--- config.mk ---
export PLATFORM = sky130hd
export DESIGN_NAME = mrv_seq_ctrl
export DESIGN_NICKNAME = d
export VERILOG_FILES = /design/src/rtl/mrv_seq_ctrl.sv
export SDC_FILE = /design/constraint.sdc
export NUM_CORES = 1
export LEC_CHECK = 0
export BUFFER_PORTS_ARGS = -buffer_cell sky130_fd_sc_hd__buf_2
export CAP_MARGIN = 20
export CORE_AREA = 10 10 97 99
export DETAILED_ROUTE_END_ITERATION = 10
export DIE_AREA = 0 0 107 109
export HOLD_SLACK_MARGIN = 0.1
export PLACE_DENSITY_LB_ADDON = 0.1
export SYNTH_ARGS = -nofsm -noshare
export SYNTH_HDL_FRONTEND = slang
export SYNTH_SLANG_ARGS = --single-unit
--- constraint.sdc ---
create_clock -name clk -period 2.1 [get_ports clk]
set_input_delay 0.21 -clock clk [delete_from_list [all_inputs] [get_ports clk]]
set_output_delay 0.21 -clock clk [all_outputs]
set_load 0.01 [all_outputs]
--- src/rtl/mrv_seq_ctrl.sv ---
// Multicycle sequencer for the miniRV core: fetch/decode/execute/memory/writeback
// control with memory handshakes, writeback select lines and sticky trap reporting.
// Every output is a register loaded from the next state, so outputs line up with the
// state they belong to and never glitch.
module mrv_seq_ctrl #(
  parameter int unsigned TIMEOUT = 255,
  parameter int unsigned CW      = 8
) (
  input  logic        clk,
  input  logic        rst_n,
  output logic        imem_req,
  input  logic        imem_ack,
  input  logic [31:0] inst,
  output logic        dmem_req,
  output logic        dmem_we,
  output logic [3:0]  dmem_wmask,
  input  logic        dmem_ack,
  input  logic [1:0]  addr10,
  output logic        ir_we,
  output logic        alusrc_imm,
  output logic        isload,
  output logic        islbu,
  output logic        islui,
  output logic        jumpornot,
  output logic        rf_we,
  output logic        pc_we,
  output logic        trap,
  output logic [1:0]  trap_cause,
  output logic [31:0] instret
);

  typedef enum logic [2:0] {
    StBoot,
    StFetch,
    StDecode,
    StExec,
    StMem,
    StWb,
    StTrap
  } state_e;

  localparam logic [CW-1:0] CntLast = CW'(TIMEOUT - 1);
  localparam logic [CW-1:0] CntMax  = '1;
  localparam logic [CW-1:0] CntOne  = CW'(1);

  localparam logic [6:0] OpR    = 7'b0110011;
  localparam logic [6:0] OpI    = 7'b0010011;
  localparam logic [6:0] OpLui  = 7'b0110111;
  localparam logic [6:0] OpLd   = 7'b0000011;
  localparam logic [6:0] OpSt   = 7'b0100011;
  localparam logic [6:0] OpJalr = 7'b1100111;

  state_e        state_q, state_d;
  logic [CW-1:0] cnt_q, cnt_d;

  // Only the opcode, funct3 and funct7 fields matter for sequencing.
  logic [6:0]    op_q, op_d;
  logic [2:0]    f3_q, f3_d;
  logic [6:0]    f7_q, f7_d;

  // Instruction class, captured when DECODE completes.
  logic          ld_q, ld_d;
  logic          st_q, st_d;
  logic          byte_q, byte_d;

  logic          imem_req_q, imem_req_d;
  logic          dmem_req_q, dmem_req_d;
  logic          dmem_we_q, dmem_we_d;
  logic [3:0]    wmask_q, wmask_d;
  logic          ir_we_q, ir_we_d;
  logic          alusrc_q, alusrc_d;
  logic          isload_q, isload_d;
  logic          islbu_q, islbu_d;
  logic          islui_q, islui_d;
  logic          jump_q, jump_d;
  logic          rf_we_q, rf_we_d;
  logic          pc_we_q, pc_we_d;
  logic          trap_q, trap_d;
  logic [1:0]    cause_q, cause_d;
  logic [31:0]   instret_q, instret_d;

  logic          dec_add, dec_addi, dec_lui, dec_lw, dec_lbu, dec_sw, dec_sb, dec_jalr;
  logic          dec_legal;
  logic          unused_inst;

  assign unused_inst = ^{inst[24:15], inst[11:7]};

  // Decode the captured instruction fields.
  always_comb begin
    dec_add   = (op_q == OpR) && (f3_q == 3'b000) && (f7_q == 7'b0000000);
    dec_addi  = (op_q == OpI) && (f3_q == 3'b000);
    dec_lui   = (op_q == OpLui);
    dec_lw    = (op_q == OpLd) && (f3_q == 3'b010);
    dec_lbu   = (op_q == OpLd) && (f3_q == 3'b100);
    dec_sw    = (op_q == OpSt) && (f3_q == 3'b010);
    dec_sb    = (op_q == OpSt) && (f3_q == 3'b000);
    dec_jalr  = (op_q == OpJalr) && (f3_q == 3'b000);
    dec_legal = dec_add | dec_addi | dec_lui | dec_lw | dec_lbu | dec_sw | dec_sb | dec_jalr;
  end

  // Next-state, wait counter and registered-output computation.
  always_comb begin
    state_d   = state_q;
    cnt_d     = cnt_q;
    op_d      = op_q;
    f3_d      = f3_q;
    f7_d      = f7_q;
    ld_d      = ld_q;
    st_d      = st_q;
    byte_d    = byte_q;
    cause_d   = cause_q;
    instret_d = instret_q;

    unique case (state_q)
      StBoot: state_d = StFetch;
      StFetch: begin
        if (imem_ack) begin
          op_d    = inst[6:0];
          f3_d    = inst[14:12];
          f7_d    = inst[31:25];
          state_d = StDecode;
        end else if (cnt_q == CntLast) begin
          state_d = StTrap;
          cause_d = 2'b10;
        end
      end
      StDecode: begin
        if (dec_legal) begin
          ld_d    = dec_lw | dec_lbu;
          st_d    = dec_sw | dec_sb;
          byte_d  = dec_lbu | dec_sb;
          state_d = StExec;
        end else begin
          state_d = StTrap;
          cause_d = 2'b01;
        end
      end
      StExec: state_d = (ld_q || st_q) ? StMem : StWb;
      StMem: begin
        if (dmem_ack) begin
          state_d = StWb;
        end else if (cnt_q == CntLast) begin
          state_d = StTrap;
          cause_d = 2'b11;
        end
      end
      StWb: begin
        state_d   = StFetch;
        instret_d = instret_q + 32'd1;
      end
      StTrap: state_d = StTrap;
      default: state_d = StBoot;
    endcase

    // Count unacknowledged request cycles; restart on each new request.
    if ((state_d == StFetch && state_q != StFetch) || (state_d == StMem && state_q != StMem)) begin
      cnt_d = '0;
    end else if (((state_q == StFetch && !imem_ack) || (state_q == StMem && !dmem_ack)) &&
                 (cnt_q != CntMax)) begin
      cnt_d = cnt_q + CntOne;
    end

    imem_req_d = (state_d == StFetch);
    ir_we_d    = (state_q == StFetch) && (state_d == StDecode);
    dmem_req_d = (state_d == StMem);
    dmem_we_d  = (state_d == StMem) && st_q;
    rf_we_d    = (state_d == StWb) && !st_q;
    pc_we_d    = (state_d == StWb);
    trap_d     = (state_d == StTrap);

    // Byte mask is fixed from the EXEC address and held for the whole request.
    wmask_d = 4'b0000;
    if (state_q == StExec && state_d == StMem) begin
      if (st_q) wmask_d = byte_q ? (4'b0001 << addr10) : 4'b1111;
    end else if (state_d == StMem) begin
      wmask_d = wmask_q;
    end

    // Writeback selects live from DECODE exit until WB exit.
    alusrc_d = alusrc_q;
    isload_d = isload_q;
    islbu_d  = islbu_q;
    islui_d  = islui_q;
    jump_d   = jump_q;
    if (state_q == StDecode && state_d == StExec) begin
      alusrc_d = dec_addi | dec_lw | dec_lbu | dec_sw | dec_sb | dec_jalr;
      isload_d = dec_lw | dec_lbu;
      islbu_d  = dec_lbu;
      islui_d  = dec_lui;
      jump_d   = dec_jalr;
    end else if (state_q == StWb || state_d == StTrap) begin
      alusrc_d = 1'b0;
      isload_d = 1'b0;
      islbu_d  = 1'b0;
      islui_d  = 1'b0;
      jump_d   = 1'b0;
    end
  end

  // State and output registers; reset forces BOOT with all outputs low.
  always_ff @(posedge clk or negedge rst_n) begin
    if (!rst_n) begin
      state_q    <= StBoot;
      cnt_q      <= '0;
      op_q       <= '0;
      f3_q       <= '0;
      f7_q       <= '0;
      ld_q       <= 1'b0;
      st_q       <= 1'b0;
      byte_q     <= 1'b0;
      imem_req_q <= 1'b0;
      dmem_req_q <= 1'b0;
      dmem_we_q  <= 1'b0;
      wmask_q    <= 4'b0000;
      ir_we_q    <= 1'b0;
      alusrc_q   <= 1'b0;
      isload_q   <= 1'b0;
      islbu_q    <= 1'b0;
      islui_q    <= 1'b0;
      jump_q     <= 1'b0;
      rf_we_q    <= 1'b0;
      pc_we_q    <= 1'b0;
      trap_q     <= 1'b0;
      cause_q    <= 2'b00;
      instret_q  <= '0;
    end else begin
      state_q    <= state_d;
      cnt_q      <= cnt_d;
      op_q       <= op_d;
      f3_q       <= f3_d;
      f7_q       <= f7_d;
      ld_q       <= ld_d;
      st_q       <= st_d;
      byte_q     <= byte_d;
      imem_req_q <= imem_req_d;
      dmem_req_q <= dmem_req_d;
      dmem_we_q  <= dmem_we_d;
      wmask_q    <= wmask_d;
      ir_we_q    <= ir_we_d;
      alusrc_q   <= alusrc_d;
      isload_q   <= isload_d;
      islbu_q    <= islbu_d;
      islui_q    <= islui_d;
      jump_q     <= jump_d;
      rf_we_q    <= rf_we_d;
      pc_we_q    <= pc_we_d;
      trap_q     <= trap_d;
      cause_q    <= cause_d;
      instret_q  <= instret_d;
    end
  end

  assign imem_req   = imem_req_q;
  assign dmem_req   = dmem_req_q;
  assign dmem_we    = dmem_we_q;
  assign dmem_wmask = wmask_q;
  assign ir_we      = ir_we_q;
  assign alusrc_imm = alusrc_q;
  assign isload     = isload_q;
  assign islbu      = islbu_q;
  assign islui      = islui_q;
  assign jumpornot  = jump_q;
  assign rf_we      = rf_we_q;
  assign pc_we      = pc_we_q;
  assign trap       = trap_q;
  assign trap_cause = cause_q;
  assign instret    = instret_q;

endmodule

# Yosys cells after proc, flatten, opt, wreduce, memory -nomap -nowiden
# Cells that the tools add are included.
dict set report word_totals {
  register_bits 81
  latchBits 0
  mem_bits_rw 0
  mem_bits_ro 0
  n_memories 0
}
dict set report op_classes {
  addsub 2
  n_mul 0
  div_mod_pow 0
  n_lt_le_gt_ge 0
  eq_ne 30
  shift 1
  mux 24
  n_bitwise 15
  reduce_logical 35
}
# operator n
set ops {}
lappend ops {{$add A32 B1 Y32 const B} 1}
lappend ops {{$eq A3 B3 Y1 const B} 7}
lappend ops {{$eq A7 B6 Y1 const B} 3}
lappend ops {{$logic_and A1 B1 Y1} 18}
lappend ops {{$pmux W3 S6} 1}
lappend ops {{$mux W4} 4}
lappend ops {{$mux W8} 2}
lappend ops {{$eq A3 B2 Y1 const B} 5}
lappend ops {{$or A1 B1 Y1} 15}
lappend ops {{$mux W3} 4}
lappend ops {{$mux W2} 5}
lappend ops {{$ne A2 B2 Y1 const B} 5}
lappend ops {{$add A8 B1 Y8 const B} 1}
lappend ops {{$eq A8 B8 Y1 const B} 1}
lappend ops {{$ne A8 B8 Y1 const B} 1}
lappend ops {{$eq A7 B2 Y1 const B} 1}
lappend ops {{$eq A7 B5 Y1 const B} 1}
lappend ops {{$eq A7 B7 Y1 const B} 1}
lappend ops {{$logic_not A7 Y1} 1}
lappend ops {{$mux W1} 7}
lappend ops {{$eq A3 B1 Y1 const B} 2}
lappend ops {{$logic_not A3 Y1} 2}
lappend ops {{$pmux W2 S3} 1}
lappend ops {{$reduce_and A6 Y1} 1}
lappend ops {{other kinds (10)} 17}

# Longest topological paths before layout
# Gate-level depths: netlist of the first run.
dict set report depth {
  ltp_word 16
  mapped_depth 8
  depth_no_buf 8
}

# Least setup slack after synthesis of the first run
# No wires, ideal clock.
dict set report synth_timing {
  kind {reg2reg}
  startpoint {register cnt_q[0]}
  endpoint {register cause_q[0], in the netlist trap_cause[0]}
  setup_ps 125
  arrival_time_ps 1635
  required_ps 1975
  path_slack_ps 340
  path_stages_with_launch 8
  n_path_buf 0
  synth_period_minus_slack_ps 1760
  path_cell_list {dfrtp_1 -> inv_1 -> ha_1 -> nand3_1 -> nor2_1 -> o21ai_0 -> a211oi_1 -> mux2_2}
}
dict set report synth_via {
  elab_chain_cells 3
}
# item line_no
set synth_rtl {}
lappend synth_rtl {{start: declaration} 54} ;# logic [CW-1:0] cnt_q, cnt_d;
lappend synth_rtl {{start signal: assignment} 228} ;# cnt_q <= cnt_d;
lappend synth_rtl {{$eq A8 B8 Y1 *} {122, 142}}
lappend synth_rtl {{$ne A2 B2 Y1 (no source line)} --}
lappend synth_rtl {{$reduce_and A6 Y1 (no source line) *} --}
lappend synth_rtl {{end signal: assignment} 248} ;# cause_q <= cause_d;
lappend synth_rtl {{end: declaration} 79} ;# logic [1:0] cause_q, cause_d;
# Mark *: on every way between the ends. The rest lies on a longest branch, timed or not.
# A chain may end at the register's enable or synchronous reset.

# Final worst setup path of the first run
dict set report layout_timing {
  startpoint {register state_q[0]}
  endpoint {register byte_q}
}
dict set report layout_via {
  elab_chain_cells 2
}
# item line_no
set layout_rtl {}
lappend layout_rtl {{start: declaration} 53} ;# state_e state_q, state_d;
lappend layout_rtl {{start signal: assignment} 203} ;# state_q <= StBoot;
lappend layout_rtl {{start signal: assignment} 227} ;# state_q <= state_d;
lappend layout_rtl {{$eq A3 B2 Y1} 114} ;# unique case (state_q)
lappend layout_rtl {{$reduce_and A2 Y1 (no source line)} --}
lappend layout_rtl {{end signal: assignment} 234} ;# byte_q <= byte_d;
lappend layout_rtl {{end: declaration} 64} ;# logic byte_q, byte_d;
# Every way passes these cells.

==> results.md, run 1 <==
- Port Buffers: 72
- Worst-path clk slew: 0.09 ns
- Leak: 2.34 nW
- GP Congestion: 0.845
- # Post-CTS Setup Buffers: 0
- Share of cells above drive strength 1: 0.303
- Post-synth cell types: 63
- Mapped Area: 0.00392 sq mm
- Fin Setup TNS: 0 ns
- Clock skew: 0.0135 ns
- Buf/Inv on CP: 0
- Gr usage total: 0.153
- CTS H-tree depth: 3
- YS warnings: 0
- Avg Vias per Cell: 5.26
- Crit path max fanout: 12
- # IOs: 88
- CP cell instances: or3b_4 > a211oi_2 > nor2_2 > mux2_1
- Synth Register Bits: 81
- Crit-path max cell delay: 0.56 ns
- Initial antenna violation count: 0
- EDFF count, synth: 0
- CP delay by family, top: simple AND/OR/NAND/NOR gates
- Antenna viol nets, final: 0
- RSZ-0062 raised after global routing: false
- Critical path's slowest cell: dfrtp_1
- Peak VDD IR: 614 uV
- ANT cells: 0
- Gr ovfl total: 0
- Post-synth net total: 390
- Post-CTS Resized: 0
- Crit Reg-Reg Endpoint: byte_q
- Syn Area/Cell: 11.2 sq um
- Vias in the first global route: 3122
- Routed length per instance: 15.1 um
- Min cycle time layout: 1.98 ns
- Final hold vios: 0
- Vias: 2984
- Setup crit start: state_q[0]
- Slack of the critical path: 0.118 ns
- Total power: 4.94 mW
- Hold wc startpoint: addr10[0]
- Horiz. Die Dim: 107 um
- Synth Instances: 349
- FP Rows: 32
- R2R setup slack: 0.12 ns
- Worst Hold End: dmem_wmask[1]
- Primary FF master, synth: dfrtp_1
- Max_slew headroom: 0.479
- Final wirelength: 8590 um
- Die Span Y: 109 um
- Tcrit/Tclk final: 0.944
- Clock Sinks: 81
- Status: finished, final reports clean
- DRC: 0
- Initial Utilization: 0.520
- Layout area overhead: 24.6%
- Num CTS Buffers: 9
- Seq/Total Area, Yosys: 0.517
- Critical path startpoint category: flop
- Hold Crit Depth: 5
- Pre-CTS WS: 0.132 ns
- Global-route wire length before repair: 14600 um
- Fill cells: 650
- Final setup viols: 0
- WS Path Type: flop to flop
- Hold Path Class: primary input to flop
- Critical path arrival: 2.22 ns
- Final core utilization: 0.648
- R2r worst-path depth: 4
- CTS tree: yes
- Slew @ Worst Pin: 0.782 ns
- Die Area: 0.0117 sq mm
- Clock root cell: clkbuf_8
- Worst Path Required: 2.34 ns
- Endpoint type of the worst setup path: flop
- Detail Placement HPWL: 6250 um
- Max Cap Viol: 0
- Area of the core: 0.00753 sq mm
- DR pass1 iterations: 4
- Fin. max-slew vios: 0
- Largest net degree at the start of global routing: 64
- Asr flop ratio synth: 1.00
- Detailed Route Iter0 Violations: 106
- Final #Nets: 501
- Clock Latency Late Sink: 0.35 ns
- Cell area power density: 1010 mW/mm^2
- F_max: 0.504 GHz
- Clk buf depth: 2
- RR Startpoint: state_q[0]
worst register-to-register path: cells and delay by family, from the launching register on:
family | cells | cell delay (ns)
AO/OA/AOI/OAI | 1 | 0.34
multiplexers | 1 | 0.33
flip-flops | 1 | 0.56
AND/OR/NAND/NOR | 2 | 0.63
area by class of cell:
type / count / area [sq um] / area share
flip-flops and latches: 81 / 2030 / 0.415
multi-input cells: 253 / 1810 / 0.371
repair buffers: 106 / 676 / 0.138
clock buffers: 11 / 141 / 0.0290
well taps: 102 / 128 / 0.0262
clock inverters: 5 / 63.8 / 0.0131
inverters: 9 / 33.8 / 0.00692
what timing repair did:
item	CTS	global route
hold buffers	18	0
hold endpoints to repair	78	0
endpoints found under the setup margin	0	0
logic make-up after synthesis:
logic type / share of synthesized area
buf+inv: 0.0204
mux: 0.0597
compound gates: 0.0853
simple gates: 0.218
flops: 0.517
fa+ha+maj: 0.00958
xor+xnor: 0.0894
flip-flops by register name, indices dropped and copies added (netlist names), 2 cells and up:
signal,cells
cnt_q,8
dmem_wmask,4
f3_q,3
f7_q,7
instret,32
op_q,7
state_q,3
trap_cause,2
placed cells by master, fill, tap and decap left out, types with 3 or more instances in the layout:
cell type / netlist / final
buf_2: 1 / 71
clkbuf_8: 0 / 10
inv_1: 9 / 9
dlygate4sd3_1: 0 / 18
a21oi_1: 9 / 9
nand3_1: 9 / 9
nor2_1: 25 / 25
nand2_1: 36 / 36
nand2b_1: 5 / 5
a211oi_1: 5 / 5
nand4_1: 13 / 13
and4_1: 4 / 4
mux2_2: 18 / 18
ha_1: 3 / 3
xnor2_1: 27 / 27
dfrtp_1: 81 / 81
o21ai_0: 6 / 6
nor4_1: 3 / 3
and2_1: 3 / 3
buf_4: 4 / 16
and3_1: 6 / 6
xor2_1: 13 / 13
nor3_1: 18 / 18
Yosys cell counts (all sizes together) (8+ instances only):
master,n,share of area
nand4,14,0.026
nor3,19,0.026
xnor2,27,0.060
xor2,13,0.029
a21oi,10,0.014
o21ai,8,0.011
nand2,36,0.034
inv,9,0.0086
nor2,26,0.026
dfrtp,81,0.52
mux2,19,0.055
nand3,9,0.011
power by group:
group | total, mW | switching (mW) | internal (mW)
Sequential | 2.22 | 0.347 | 1.87
Combinational | 1.55 | 0.767 | 0.781
Clock | 1.17 | 0.581 | 0.591
how the worst max path moves through the flow:
| stage | slack [ns] | end | cells after the start |
|---|---|---|---|
| floorplan | 0.34 | trap_cause[0] | 7 |
| global placement | 0.19 | byte_q | 4 |
| detailed placement | 0.13 | byte_q | 4 |
| CTS | 0.12 | byte_q | 4 |
| global route | 0.02 | trap_cause[0] | 5 |
| finish | 0.12 | byte_q | 4 |
routing by layer:
metal | up-vias | track usage | wire length (um)
li1 | 1470 | - | -
met1 | 1437 | 0.178 | 3800
met2 | 69 | 0.259 | 4160
met3 | 8 | 0.0560 | 554
met4 | 0 | 0.0484 | 72
met5 | - | 0 | 0
stage by stage:
| stage | std cells | area [sq um] | hold WS (ns) |
|---|---|---|---|
| 5_1_grt | 567 | 4880 | 0.308 |
| 4_1_cts | 567 | 4880 | 0.276 |
| 3_5_place_dp | 533 | 4490 | 0.351 |
| 2_1_floorplan | 349 | 3920 | -0.0856 |
| 6_report | 567 | 4880 | 0.295 |
| 3_3_place_gp | 533 | 4490 | 0.339 |
Note: power is estimated with default switching activity, not from simulation.
==> inputs of run 2 (changes only) <==
--- a/config.mk
+++ b/config.mk
@@ -6,12 +6,13 @@
 export NUM_CORES = 1
 export LEC_CHECK = 0
 export BUFFER_PORTS_ARGS = -buffer_cell sky130_fd_sc_hd__buf_2
-export CAP_MARGIN = 20
+export CAP_MARGIN = 15
 export CORE_AREA = 10 10 97 99
 export DETAILED_ROUTE_END_ITERATION = 10
 export DIE_AREA = 0 0 107 109
 export HOLD_SLACK_MARGIN = 0.1
 export PLACE_DENSITY_LB_ADDON = 0.1
+export REMOVE_ABC_BUFFERS = 1
 export SYNTH_ARGS = -nofsm -noshare
 export SYNTH_HDL_FRONTEND = slang
 export SYNTH_SLANG_ARGS = --single-unit
==> results.md, run 2 (synthesis gave the netlist of run 1 again) <==
- Multi-input gate area: 0.00182 sq mm (was 0.00181 sq mm)
- Setup crit start: state_q[0] (unchanged)
- Clock skew: 0.0139 ns (was 0.0135 ns)
- GP Congestion: 0.790 (was 0.845)
- Max Cap Viol: 0 (unchanged)
- Final #Nets: 498 (was 501)
- Leading cell types in the layout, fill and taps excluded: dfrtp_1 (80), buf_2 (71), nand2_1 (36), xnor2_1 (27), nor2_1 (25) (was dfrtp_1 (81), buf_2 (71), nand2_1 (36), xnor2_1 (27), nor2_1 (25))
- Hold Path Class: primary input to flop (unchanged)
- Max_slew headroom: 0.707 (was 0.479)
- Clock root cell: clkbuf_8 (unchanged)
- Clk buf depth: 2 (unchanged)
- Peak VDD IR: 662 uV (was 614 uV)
- F_max: 0.512 GHz (was 0.504 GHz)
- Gr ovfl total: 0 (unchanged)
- Sw Pwr: 1.71 mW (was 1.70 mW)
- Cell count after placement: 530 (was 533)
- Most common cell after layout, fill and taps aside: dfrtp_1 (unchanged)
- Fin Setup TNS: 0 ns (unchanged)
- Hold wc startpoint: dmem_ack (was addr10[0])
- Critical path arrival: 2.19 ns (was 2.22 ns)
- FF/Latch Area: 0.00203 sq mm (about the same)
- Crit path max fanout: 18 (was 12)
- FP Rows: 32 (unchanged)
- RR Startpoint: state_q[0] (unchanged)
- CTS tree: yes (unchanged)
- Combinational power share: 0.313 (was 0.314)
- DR pass1 iterations: 5 (was 4)
- Clock Latency Late Sink: 0.36 ns (was 0.35 ns)
- Leak: 2.32 nW (was 2.34 nW)
- Fill cells: 639 (was 650)
- Largest net degree at the start of global routing: 49 (was 64)
- Antenna viol nets, final: 0 (unchanged)
- # Post-CTS Setup Buffers: 0 (unchanged)
- Detail Placement HPWL: 6230 um (was 6250 um)
- # IOs: 88 (unchanged)
- Largest register FFs: 32 (unchanged)
- Clock Sinks: 81 (unchanged)
- Initial Utilization: 0.520 (unchanged)
- Routed length per instance: 15.1 um (about the same)
- Worst Path Required: 2.33 ns (was 2.34 ns)
- Final wirelength: 8520 um (was 8590 um)
- Reg power frac: 0.465 (was 0.449)
- Layout area overhead: 24.1% (was 24.6%)
- Vias: 2996 (was 2984)
- Final setup viols: 0 (unchanged)
- Fin cells: 564 (was 567)
- Cell Area, Placed: 0.00448 sq mm (was 0.00449 sq mm)
- Internal power: 3.09 mW (was 3.24 mW)
- Clk pwr share: 0.222 (was 0.237)
- Initial antenna violation count: 0 (unchanged)
- RSZ-0062 raised after global routing: false (unchanged)
- Slew @ Worst Pin: 0.439 ns (was 0.782 ns)
- Status: finished, final reports clean (unchanged)
- Sw Ratio: 0.356 (was 0.343)
- Fin. max-slew vios: 0 (unchanged)
- Slack of the critical path: 0.145 ns (was 0.118 ns)
- Critical path startpoint category: flop (unchanged)
- Final hold vios: 0 (unchanged)
- Detailed Route Iter0 Violations: 122 (was 106)
- Num CTS Buffers: 9 (unchanged)
- Hold slack: 0.294 ns (was 0.295 ns)
- Area of the core: 0.00753 sq mm (unchanged)
- Gr usage total: 0.150 (was 0.153)
- Tcrit/Tclk final: 0.931 (was 0.944)
- Min cycle time layout: 1.95 ns (was 1.98 ns)
- Global-route wire length before repair: 14300 um (was 14600 um)
- Pre-CTS WS: 0.0941 ns (was 0.132 ns)
- DRC: 0 (unchanged)
- Avg Vias per Cell: 5.31 (was 5.26)
- Port Buffers: 72 (unchanged)
- CTS H-tree depth: 3 (unchanged)
- Vias in the first global route: 2968 (was 3122)
- Worst-path clk slew: 0.08 ns (was 0.09 ns)
- Die Span Y: 109 um (unchanged)
- Design area: 0.00486 sq mm (was 0.00488 sq mm)
- Share of cells above drive strength 1: 0.307 (was 0.303)
- Cell area power density: 987 mW/mm^2 (was 1010 mW/mm^2)
- Die Area: 0.0117 sq mm (unchanged)
- ANT cells: 0 (unchanged)
- Endpoint type of the worst setup path: flop (unchanged)
- WS Path Type: flop to flop (unchanged)
- Horiz. Die Dim: 107 um (unchanged)
run 2: cell count changes in the layout (fill, tap and decap cells not counted), sizes merged:
cell / before / now
inv: 10 / 11
clkinvlp: 1 / 3
bufinv: 1 / 0
clkbuf: 11 / 10
clkinv: 2 / 1
buf: 88 / 85
run 2: timing repair:
| action | in CTS | in global routing |
|---|---|---|
| hold endpoints to repair | 50 | 0 |
| setup endpoints to repair | 0 | 19 |
| resized for setup | 0 | 3 |
| hold buffers | 18 | 0 |
run 2: final timing paths:
check | to | slack, ns | cells after the start
setup / recovery | f7_q[4] | 0.15 | 5
hold / removal | pc_we | 0.29 | 2
setup reg to reg | f7_q[4] | 0.15 | 5
hold reg to reg | instret[31] | 0.48 | 1
max in group asynchronous | state_q[0] | 1.15 | 3
min in group asynchronous | instret[6] | 0.34 | 2
run 2: layer usage:
metal	track usage	routed length [um]
met1	0.180	3740
met2	0.249	4130
met3	0.0501	523
met4	0.0464	131
met5	0	0
run 2: power groups by stage:
stage	sequential (mW)	combinational (mW)	clock (mW)
6_report	2.23	1.50	1.06
5_1_grt	2.29	1.67	1.16
4_1_cts	2.22	1.51	1.11
3_5_place_dp	2.26	1.47	0
3_3_place_gp	2.25	1.44	0
2_1_floorplan	2.23	0.959	0
run 2: cell type report:
| class | instances | area share |
|---|---|---|
| flip-flops and latches | 81 | 0.417 |
| multi-input cells | 253 | 0.375 |
| repair buffers | 103 | 0.137 |
| clock buffers | 10 | 0.0283 |
| well taps | 102 | 0.0262 |
| clock inverters | 6 | 0.0100 |
| inverters | 9 | 0.00695 |
run 2: critical path: stages, from the launching register on:
cell and delay, ns:
dfrtp_2 0.55, inv_1 0.17, nor3_1 0.37, and2_1 0.24, buf_12 0.17, mux2_2 0.34
run 2: per-stage QoR:
stage                util  total power [mW]
CTS                 0.644              4.84
finish              0.646              4.80
global route        0.646              5.13
floorplan               -              3.19
detailed placement  0.596              3.73
global placement    0.596              3.69
